==> config.mk <==
export PLATFORM = sky130hd
export DESIGN_NAME = int_seq
export DESIGN_NICKNAME = d
export VERILOG_FILES = /design/src/rtl/int_seq.sv
export SDC_FILE = /design/constraint.sdc
export NUM_CORES = 1
export LEC_CHECK = 0
export CORE_AREA = 2 2 39 41
export CTS_CLUSTER_SIZE = 20
export DETAILED_ROUTE_END_ITERATION = 7
export DIE_AREA = 0 0 41 43
export GPL_TIMING_DRIVEN = 0
export HOLD_SLACK_MARGIN = 0.03
export PLACE_DENSITY = 0.69
export SLEW_MARGIN = 20
export SYNTH_ARGS = -nofsm -noshare
export SYNTH_HDL_FRONTEND = slang
export SYNTH_SLANG_ARGS = --single-unit
==> constraint.sdc <==
create_clock -name clk -period 1.5 [get_ports clk]
set_clock_uncertainty 0.15 [all_clocks]
set_input_delay 0.225 -clock clk [delete_from_list [all_inputs] [get_ports clk]]
set_output_delay 0.225 -clock clk [all_outputs]
set_load 0.02 [all_outputs]
==> src/rtl/int_seq.sv <==
`default_nettype none
// ============================================================================
//  Module      : int_seq
//  Description : Interrupt sequencer for an 8-bit core. Synchronizes the NMI
//                and IRQ request lines, latches NMI edges, and steps the core
//                through the stack-push / vector-fetch sequence for reset,
//                NMI and IRQ, stalling on bus wait states.
//  Revision    : 1.0 - initial release
// ============================================================================
module int_seq #(
    parameter int SYNC_STAGES = 2
) (
    input  logic       clk,
    input  logic       reset,
    input  logic       nmi_n,
    input  logic       irq_n,
    input  logic       i_flag,
    input  logic       inst_done,
    input  logic       mem_ready,
    output logic [1:0] vec_sel,
    output logic       vec_ld_lo,
    output logic       vec_ld_hi,
    output logic       push_en,
    output logic [1:0] push_sel,
    output logic       set_i,
    output logic       int_busy
);

    localparam logic [2:0] IDLE   = 3'd0;
    localparam logic [2:0] RST_W  = 3'd1;
    localparam logic [2:0] PUSH_H = 3'd2;
    localparam logic [2:0] PUSH_L = 3'd3;
    localparam logic [2:0] PUSH_P = 3'd4;
    localparam logic [2:0] VEC_L  = 3'd5;
    localparam logic [2:0] VEC_H  = 3'd6;

    localparam logic [1:0] KIND_NMI = 2'b01;
    localparam logic [1:0] KIND_RST = 2'b10;
    localparam logic [1:0] KIND_IRQ = 2'b11;

    localparam logic [1:0] SRC_PCH  = 2'b00;
    localparam logic [1:0] SRC_PCL  = 2'b01;
    localparam logic [1:0] SRC_STAT = 2'b10;

    logic [SYNC_STAGES-1:0] nmi_sync;
    logic [SYNC_STAGES-1:0] irq_sync;
    logic                   nmi_prev;
    logic                   nmi_s;
    logic                   irq_s;
    logic                   nmi_edge;
    logic                   nmi_pend;
    logic                   nmi_clr;
    logic [2:0]             state;
    logic [2:0]             state_nx;
    logic [1:0]             kind;
    logic [1:0]             kind_nx;

    assign nmi_s    = nmi_sync[SYNC_STAGES-1];
    assign irq_s    = irq_sync[SYNC_STAGES-1];
    assign nmi_edge = nmi_prev & ~nmi_s;

    // Synchronizer chains plus one extra flop holding the previous
    // synchronized NMI level for falling-edge detection.
    always_ff @(posedge clk or posedge reset) begin
        if (reset) begin
            nmi_sync <= '1;
            irq_sync <= '1;
            nmi_prev <= 1'b1;
        end else begin
            nmi_sync <= {nmi_sync[SYNC_STAGES-2:0], nmi_n};
            irq_sync <= {irq_sync[SYNC_STAGES-2:0], irq_n};
            nmi_prev <= nmi_s;
        end
    end

    // The pending NMI is consumed when the sequence commits to the NMI
    // vector; a fresh edge in that same cycle wins and re-arms it.
    assign nmi_clr = (state == PUSH_P) && mem_ready && (kind_nx == KIND_NMI);

    // Pending-NMI latch.
    always_ff @(posedge clk or posedge reset) begin
        if (reset) begin
            nmi_pend <= 1'b0;
        end else begin
            nmi_pend <= nmi_edge | (nmi_pend & ~nmi_clr);
        end
    end

    // Next-state and interrupt-kind selection; every sequence step waits
    // for mem_ready, only the IDLE decision is paced by inst_done.
    always_comb begin
        state_nx = state;
        kind_nx  = kind;
        case (state)
            IDLE: begin
                if (inst_done) begin
                    if (nmi_pend) begin
                        state_nx = PUSH_H;
                        kind_nx  = KIND_NMI;
                    end else if (!irq_s && !i_flag) begin
                        state_nx = PUSH_H;
                        kind_nx  = KIND_IRQ;
                    end
                end
            end
            RST_W:  if (mem_ready) state_nx = VEC_L;
            PUSH_H: if (mem_ready) state_nx = PUSH_L;
            PUSH_L: if (mem_ready) state_nx = PUSH_P;
            PUSH_P: begin
                if (mem_ready) begin
                    state_nx = VEC_L;
                    // An NMI arriving during the pushes takes over the
                    // vector; the IRQ is dropped and re-sampled later.
                    if ((kind == KIND_IRQ) && nmi_pend) begin
                        kind_nx = KIND_NMI;
                    end
                end
            end
            VEC_L:  if (mem_ready) state_nx = VEC_H;
            VEC_H:  if (mem_ready) state_nx = IDLE;
            default: state_nx = IDLE;
        endcase
    end

    // State and kind registers; reset parks in the reset-vector wait.
    always_ff @(posedge clk or posedge reset) begin
        if (reset) begin
            state <= RST_W;
            kind  <= KIND_RST;
        end else begin
            state <= state_nx;
            kind  <= kind_nx;
        end
    end

    // Output decode from registered state/kind; set_i is additionally
    // qualified by mem_ready so it fires only on the VEC_H exit cycle.
    always_comb begin
        vec_sel   = 2'b00;
        vec_ld_lo = 1'b0;
        vec_ld_hi = 1'b0;
        push_en   = 1'b0;
        push_sel  = SRC_PCH;
        set_i     = 1'b0;
        int_busy  = (state != IDLE);
        case (state)
            RST_W:  vec_sel = kind;
            PUSH_H: begin
                push_en  = 1'b1;
                push_sel = SRC_PCH;
            end
            PUSH_L: begin
                push_en  = 1'b1;
                push_sel = SRC_PCL;
            end
            PUSH_P: begin
                push_en  = 1'b1;
                push_sel = SRC_STAT;
            end
            VEC_L: begin
                vec_sel   = kind;
                vec_ld_lo = 1'b1;
            end
            VEC_H: begin
                vec_sel   = kind;
                vec_ld_hi = 1'b1;
                set_i     = mem_ready;
            end
            default: ;
        endcase
    end

endmodule
`default_nettype wire

# ---- After elaboration in Yosys (flattened, before gate mapping)
# Index checks and enable logic that the tools add are counted.
dict set report word_totals {
  in_bits 7
  reg_bits 11
}
dict set report op_classes {
  n_reduce_logical 12
  mux 21
  bitwise 5
  n_eq_ne 15
}
# cell n
set ops {}
lappend ops {{$mux W3} 8}
lappend ops {{$pmux W3 S6} 1}
lappend ops {{$mux W2} 6}
lappend ops {{$ne A2 B2 Y1 const B} 5}
lappend ops {{$eq A3 B3 Y1 const B} 3}
lappend ops {{$pmux W2 S2} 2}
lappend ops {{$reduce_and A7 Y1} 1}
lappend ops {{$eq A3 B2 Y1 const B} 2}
lappend ops {{$reduce_or A3 Y1} 2}
lappend ops {{$logic_and A1 B1 Y1} 4}
lappend ops {{$mux W1} 4}
lappend ops {{$eq A3 B1 Y1 const B} 1}
lappend ops {{$logic_not A3 Y1} 1}
lappend ops {{$ne A3 B3 Y1 const B} 1}
lappend ops {{$reduce_bool A3 Y1} 1}
lappend ops {{$and A1 B1 Y1} 2}
lappend ops {{$eq A2 B1 Y1 const B} 1}
lappend ops {{$eq A2 B2 Y1 const B} 1}
lappend ops {{$logic_not A1 Y1} 2}
lappend ops {{$ne A2 B1 Y1 const B} 1}
lappend ops {{$not A1 Y1} 2}
lappend ops {{$reduce_or A2 Y1} 1}
lappend ops {{$or A1 B1 Y1} 1}

# ---- Logic depth before layout (Yosys ltp)
dict set report logic_depth {
  depth_word 11
  depth_mapped 4
}

# ---- Worst setup path after synthesis
# Ideal clock, no wire load.
dict set report synth_timing {
  path_type {flip-flop to output port}
  startpoint {register state[0]}
  endpoint {output vec_ld_lo}
  path_buffers 1
  setup_slack_ns -0.099
  required_time_ns 1.125
  t_arrival_ns 1.224
  stages_incl_launch_ff 4
  path_cell_list {dfstp_2 buf_4 inv_1 nor3_1}
}
dict set report synth_between {
  elab_chain_cells 2
}
# item line_no
set synth_lines {}
lappend synth_lines {{from (decl)} 53} ;# logic [2:0] state;
lappend synth_lines {{from (signal assigned)} 131} ;# state <= state_nx;
lappend synth_lines {{$eq A3 B3 Y1} 146} ;# case (state)
lappend synth_lines {{$mux W1} 146}
lappend synth_lines {{to (decl)} 21} ;# output logic vec_ld_lo,
# Every way passes these cells.

# ---- Worst setup path in the final report
dict set report layout_timing {
  startpoint {register state[0]}
  endpoint {output vec_sel[1]}
}
dict set report layout_between {
  elab_chain_cells 3
}
# item line_no
set layout_lines {}
lappend layout_lines {{$eq A3 B3 Y1 or $eq A3 B1 Y1 (tied branches)} 146}
lappend layout_lines {{$reduce_or A3 Y1 (no line) (*)} -}
lappend layout_lines {{$mux W2 (*)} 146}
lappend layout_lines {{to (decl)} 20} ;# output logic [1:0] vec_sel,
# Every way passes the cells marked *; elsewhere a longest branch is shown, timed or not.

==> results.py <==
metrics = {
    "setup_path": {
        "r2r-end": "state[1]",
        "crit_type": "flip-flop to primary output",
        "reg2reg_depth": 5,
        "crit_required_ns": 1.12,
        "critPathTopFamily": "flip-flops",
        "cp_cell_sequence": "and3b_2, o21bai_4, and2_4, buf_6",
        "endpoint_kind": "primary output",
        "crit_slowest_cell": "dfstp_2",
        "start_kind": "flip-flop",
        "worst-path-buf-inv": 1,
        "r2r_setup_slack_ns": 0.09,
        "critPathMaxStageDelay_ns": 0.55,
        "reg2reg_from": "state[0]",
        "path_max_fanout": 3,
        "arrival_ns": 1.47,
    },
    "finish": {
        "drive_above_1_share_pct": 56.63,
        "seqCellArea_um2": 286.5,
        "final_nets": 91,
        "diodes": 0,
        "multiInputGateArea_um2": 244.0,
        "area_delta_synth_final_pct": 70.43,
        "nFillCells": 113,
        "finalCoreUtilization_pct": 64.10,
    },
    "sta": {
        "fin_tns_setup_ns": -1.627,
        "slew-limit-headroom_pct": 73.63,
        "rsz0062_at_grt": "true",
        "min_period_ns": 1.841,
        "fin_ws_ns": -0.3413,
        "drv_slew": 0,
        "worst_pin_slew_ns": 0.3952,
        "hold_viol": 0,
        "setup_viol": 9,
        "fin_crit_sh_pct": 122.8,
        "whs_ns": 0.09443,
        "clock.fmax_ghz": 0.5431,
    },
    "floorplanning": {
        "chipWidth_um": 41,
        "io-pin-count": 16,
        "dieArea_um2": 1763,
        "rows": 14,
        "core_region_area_um2": 1384,
        "fp.dieH_um": 43,
        "start_util_pct": 37.61,
    },
    "run": {
        "drv_cap": 0,
    },
    "power": {
        "power_density_nw_per_um2": 2215,
        "fin_total_pwr_mw": 1.965,
        "max-vdd-ir-drop_v": 0.001005,
        "cellLeakagePower_nw": 0.4005,
    },
    "place": {
        "io_buffers": 15,
        "preCtsSetupSlack_ns": -0.5895,
        "gp_congestion": 0.6848,
        "post-dp-hpwl_um": 740.5,
    },
    "drt": {
        "drt_iter0_markers": 5,
        "wl_um": 1185,
        "via_per_inst": 4.970,
        "drc": 0,
        "wire_per_inst_um": 11.97,
        "vias": 492,
        "drtPass1Iterations": 2,
        "ant_nets": 0,
    },
    "synth": {
        "seq_area_frac_synth_pct": 54.57,
        "ys.flop_type": "dfstp_2",
        "synth.distinct_cells": 28,
        "async_flop_share_pct": 100.0,
        "synth.ff_latch_count": 11,
        "synthTopCellsByCount": "dfstp_2 (7), inv_1 (6), dfrtp_1 (4), nor2_1 (4)",
        "avgSynthCellArea_um2": 10.21,
        "syn_inst": 51,
        "synth_top_area_share_pct": 35.34,
        "syn_nets": 58,
        "synth_area_leaders": "dfstp_2 (35%), dfrtp_1 (19%), inv_1 (4.3%), and2_1 (3.6%), a21oi_1 (2.9%)",
        "syn_area_um2": 520.5,
        "synth_edf_count": 0,
        "synth.most_common_cell": "dfstp_2",
        "ys_warn_count": 0,
        "synth_top_area_cell": "dfstp_2",
    },
    "clock_tree": {
        "cts_buffers": 3,
        "hold_buffers": 0,
        "cts.clk_slew.worst_paths_ns": 0.06,
        "clock_latency_ns": 0.26,
        "clockBufferDepth": 2,
        "cts_max_level": 1,
        "cts_tree": "built",
        "clockRootBuffer": "clkbuf_4",
        "clkSinkCount": 11,
    },
    "grt": {
        "grt_max_degree": 12,
        "grt_usage_pct": 15.86,
        "grt_antenna_before_repair": 0,
        "grt_pass1_wl_um": 1876,
        "gr-total-overflow": 0,
        "grt_pass1_vias": 498,
    },
    "run_status": {
        "failed_checks": "negative setup slack",
        "status": "finished with violations",
    },
    "hold_path": {
        "min_path_type": "primary input to async pin",
    },
}
[logic make-up after synthesis]
logic type,count (synthesis),synth area share (%)
AOI/OAI and AO/OA,16,20.68
buffers and inverters,8,6.730
DFF,11,54.57
and+or+nand+nor,16,18.03
[cell usage in the layout, fill, tap and decap left out, types with 2 or more instances in the layout]
master           synthesis  layout
clkdlybuf4s50_1          0       6
nor2_1                   4       3
dfrtp_1                  4       2
and2_4                   0       3
a21oi_1                  3       3
clkbuf_4                 0       3
inv_1                    6       4
dfrtp_2                  0       2
o21ai_0                  3       2
dfstp_2                  7       7
nor3_4                   0       2
buf_6                    0      11
buf_4                    1      13
[final cells by class]
type                            count  share of cell area, %
Sequential cell                    11                  32.30
Timing Repair Buffer               28                  29.62
Multi-Input combinational cell     32                  27.50
Inverter                            6                  3.244
Clock buffer                        4                  2.962
Tap cell                           16                  2.257
Buffer                              2                  2.116
[per-stage QoR]
stage	instances	cell area, µm²
floorplan	51	533.0
global placement	82	703.2
detailed placement	82	703.2
CTS	97	842.1
global route	99	887.1
finish	99	887.1
[state kept, by name, indices dropped and copies added (netlist names)]
| signal | cells |
|---|---|
| state | 3 |
| irq_sync | 2 |
| kind | 2 |
| nmi_sync | 2 |
| nmi_pend | 1 |
| nmi_prev | 1 |
[metal layers]
layer	wire (µm)	track usage, %
met3	51	2.094
met1	483	15.75
met5	0	0
met4	0	8.000
met2	650	29.06
[how the worst max path moves through the flow]
stage / endpoint / slack [ns] / depth (start not counted) / startpoint
detailed placement: vec_sel[0] / -0.59 / 5 / state[0]
global placement: vec_sel[0] / -0.58 / 5 / state[0]
CTS: vec_sel[0] / -0.34 / 4 / state[0]
floorplan: vec_sel[0] / -0.03 / 3 / state[0]
finish: vec_sel[1] / -0.34 / 4 / state[0]
global route: vec_sel[1] / -0.38 / 4 / state[0]
[worst register-to-register path, stage by stage (launching register included)]
cell and delay [ns]:
dfstp_2 0.55, buf_6 0.13, buf_4 0.14, a21oi_1 0.09
o21ai_1 0.14, o311ai_1 0.10
[where the power goes]
group          switching (mW)  total [mW]  internal, mW
Combinational           0.594        1.31         0.713
Clock                  0.0882       0.191         0.103
Sequential             0.0663       0.467         0.401
Total                   0.748        1.96          1.22
[what timing repair did]
item,4_1_cts,5_1_grt
hold endpoints to repair,0,0
setup buffers,11,2
resized for setup,63,8
pin swaps,5,3
endpoints found under the setup margin,9,10
(Power assumes the default switching activity.)
==> variant, RTL diff (config.mk and constraints unchanged) <==
Make the reset (`reset`) synchronous in 3 clocked blocks.
--- a/src/rtl/int_seq.sv
+++ b/src/rtl/int_seq.sv
@@ -61,7 +61,7 @@
 
     // Synchronizer chains plus one extra flop holding the previous
     // synchronized NMI level for falling-edge detection.
-    always_ff @(posedge clk or posedge reset) begin
+    always_ff @(posedge clk) begin
         if (reset) begin
             nmi_sync <= '1;
             irq_sync <= '1;
@@ -78,7 +78,7 @@
     assign nmi_clr = (state == PUSH_P) && mem_ready && (kind_nx == KIND_NMI);
 
     // Pending-NMI latch.
-    always_ff @(posedge clk or posedge reset) begin
+    always_ff @(posedge clk) begin
         if (reset) begin
             nmi_pend <= 1'b0;
         end else begin
@@ -123,7 +123,7 @@
     end
 
     // State and kind registers; reset parks in the reset-vector wait.
-    always_ff @(posedge clk or posedge reset) begin
+    always_ff @(posedge clk) begin
         if (reset) begin
             state <= RST_W;
             kind  <= KIND_RST;
Check against the original RTL: differs if reset is asserted again (counterexample within 4 cycles, from zero or initial values and one cycle with reset high); with reset held inactive, the same outputs for 10 cycles.
==> variant against the original RTL <==
  * The run still ends with setup timing left
  * Worst hold slack better by 54 ps
  * Routed wire length down 3.4%
  * First-iteration DRC count rose by 40%
  * Synthesized cell count is 22% higher
  * Synthesized area up 6.0%
  * Sequential cell count stayed put
  * Worst setup slack better by 200 ps
  * Cell area decreased by 9.7%
  * Global-route usage is 0.38 points lower
  * Largest cell class is now multi-input combinational cells
Power is not compared: it rests on default switching activity, and its combinational part moved more than twofold at a synthesized area within 25%.
==> variant: results <==
{
  "status": "complete, but fails checks",
  "violations": "setup timing",
  "dr_total_vias": 497,
  "power.static_leakage_uw": 0.000333,
  "largest_reg_flops": 3,
  "holdWs_ps": 148,
  "cp.arrival_ps": 1270,
  "fin_tns_setup_ps": -488,
  "cp_max_fo": 6,
  "detail_route.first_pass.iterations": 4,
  "grt_util_met3_pct": 9.42,
  "place_congestion": 0.705,
  "synth_xor_area_share_pct": 1.59,
  "drt-total-wl_um": 1150,
  "grt_max_degree": 11,
  "hold_class": "input port to flop",
  "yosysSeqAreaShare_pct": 39.9,
  "min_to": "state[2]$_SDFFE_PP0P_",
  "grt_pass1_wl_um": 1840,
  "nets": 92,
  "grtUsageTotal_pct": 15.5,
  "grt_pass1_vias": 437,
  "reg2reg_depth": 4,
  "diodes": 0,
  "hold_depth": 3,
  "synthFlopType": "dfxtp_1",
  "relSlewSlack_pct": 74.4,
  "port_buffers": 14,
  "finalSetupViolCount": 5,
  "synth_async_sr_flop_share_pct": 0,
  "ys_types": 30,
  "clk_latency_ps": 260,
  "met2_usage_pct": 23.1,
  "synthAdderAreaFrac_pct": 0,
  "reg2reg_to": "kind[1]$_SDFF_PP1_",
  "synth-compound-area-share_pct": 23.6,
  "synth_fp_nets": 69,
  "cts-root-buf": "clkbuf_4",
  "synth_common_cells": "dfxtp_1 (11), or2_2 (5), and2_1 (4), nor2_1 (4)",
  "fin_ws_ps": -144,
  "htree_levels": 1,
  "r2r_setup_slack_ps": 120,
  "yosys-top-cells-area": "dfxtp_1 (40%), or2_2 (5.7%), and2_1 (4.5%), a21o_1 (4.1%), o31ai_4 (3.9%)",
  "regToRegStartpoint": "state[1]$_SDFFE_PP0P_",
  "ys_warn_count": 0,
  "drtIter0Drc": 7,
  "drive_above_1_share_pct": 42.9,
  "clk_path_buf_depth": 2,
  "hpwl_um": 760,
  "use_met1_pct": 19.1
}
==> variant: cell types whose count changed after synthesis, sizes merged, moves of 2 or more <==
cell	change
inv	-3
dfrtp	-4
buf	+2
nand2	+2
a21o	+2
dfxtp	+11
or2	+5
dfstp	-7
==> variant: worst max-delay path by stage <==
stage | endpoint | slack (ps) | from | cells past startpoint
floorplan | vec_sel[0] | 7 | state[2]$_SDFFE_PP0P_ | 3
global placement | push_en | -440 | state[2]$_SDFFE_PP0P_ | 4
detailed placement | push_en | -440 | state[2]$_SDFFE_PP0P_ | 4
global route | vec_sel[1] | -210 | state[0]$_SDFFE_PP1P_ | 4
CTS | vec_sel[1] | -220 | state[1]$_SDFFE_PP0P_ | 5
finish | vec_sel[1] | -140 | state[1]$_SDFFE_PP0P_ | 4
==> variant: what timing repair did <==
item	4_1_cts	5_1_grt
hold buffers	0	0
setup buffers	4	1
resized for setup	50	9
hold endpoints to repair	0	0
endpoints found under the setup margin	9	9
pin swaps	3	1
==> variant: layout make-up <==
cell class              count  area (µm²)
fillers                   134         583
well taps                  16        20.0
repair buffers             19         171
clock inverters             1        5.00
multi-input cells          43         308
plain buffers               4        31.3
inverters                   3        11.3
flip-flops and latches     11         231
clock buffers               3        22.5
==> variant: kinds of logic after synthesis <==
kind of cell    after synthesis
simple gates                 25
compound gates               17
flops                        11
buf+inv                       8
xor+xnor                      1
==> variant: power by group <==
part	leakage [µW]	switching (µW)	internal (µW)	total [µW]
clock	0.0000177	99.9	98.6	198
combinational	0.000224	118	144	261
sequential	0.0000919	21.0	314	335
total	0.000333	239	556	795
==> variant: stage by stage <==
stage          instances  instance area (µm²)  setup slack (ps)
3_3_place_gp          92                  716              -441
5_1_grt              100                  801              -207
4_1_cts              100                  788              -221
6_report             100                  801              -144
3_5_place_dp          92                  716              -439
2_1_floorplan         62                  556              7.17
==> variant: per-layer routing <==
layer	part of all wire [%]	vias up
met4	0	0
met5	0	-
met1	44	222
met2	49	14
met3	7.1	0
li1	-	261
==> variant: worst max-delay path: stages, from the launching register on <==
cell and delay (ps):
dfxtp_4 380, and3b_1 190, a21o_1 170, and2_4 150, buf_6 120
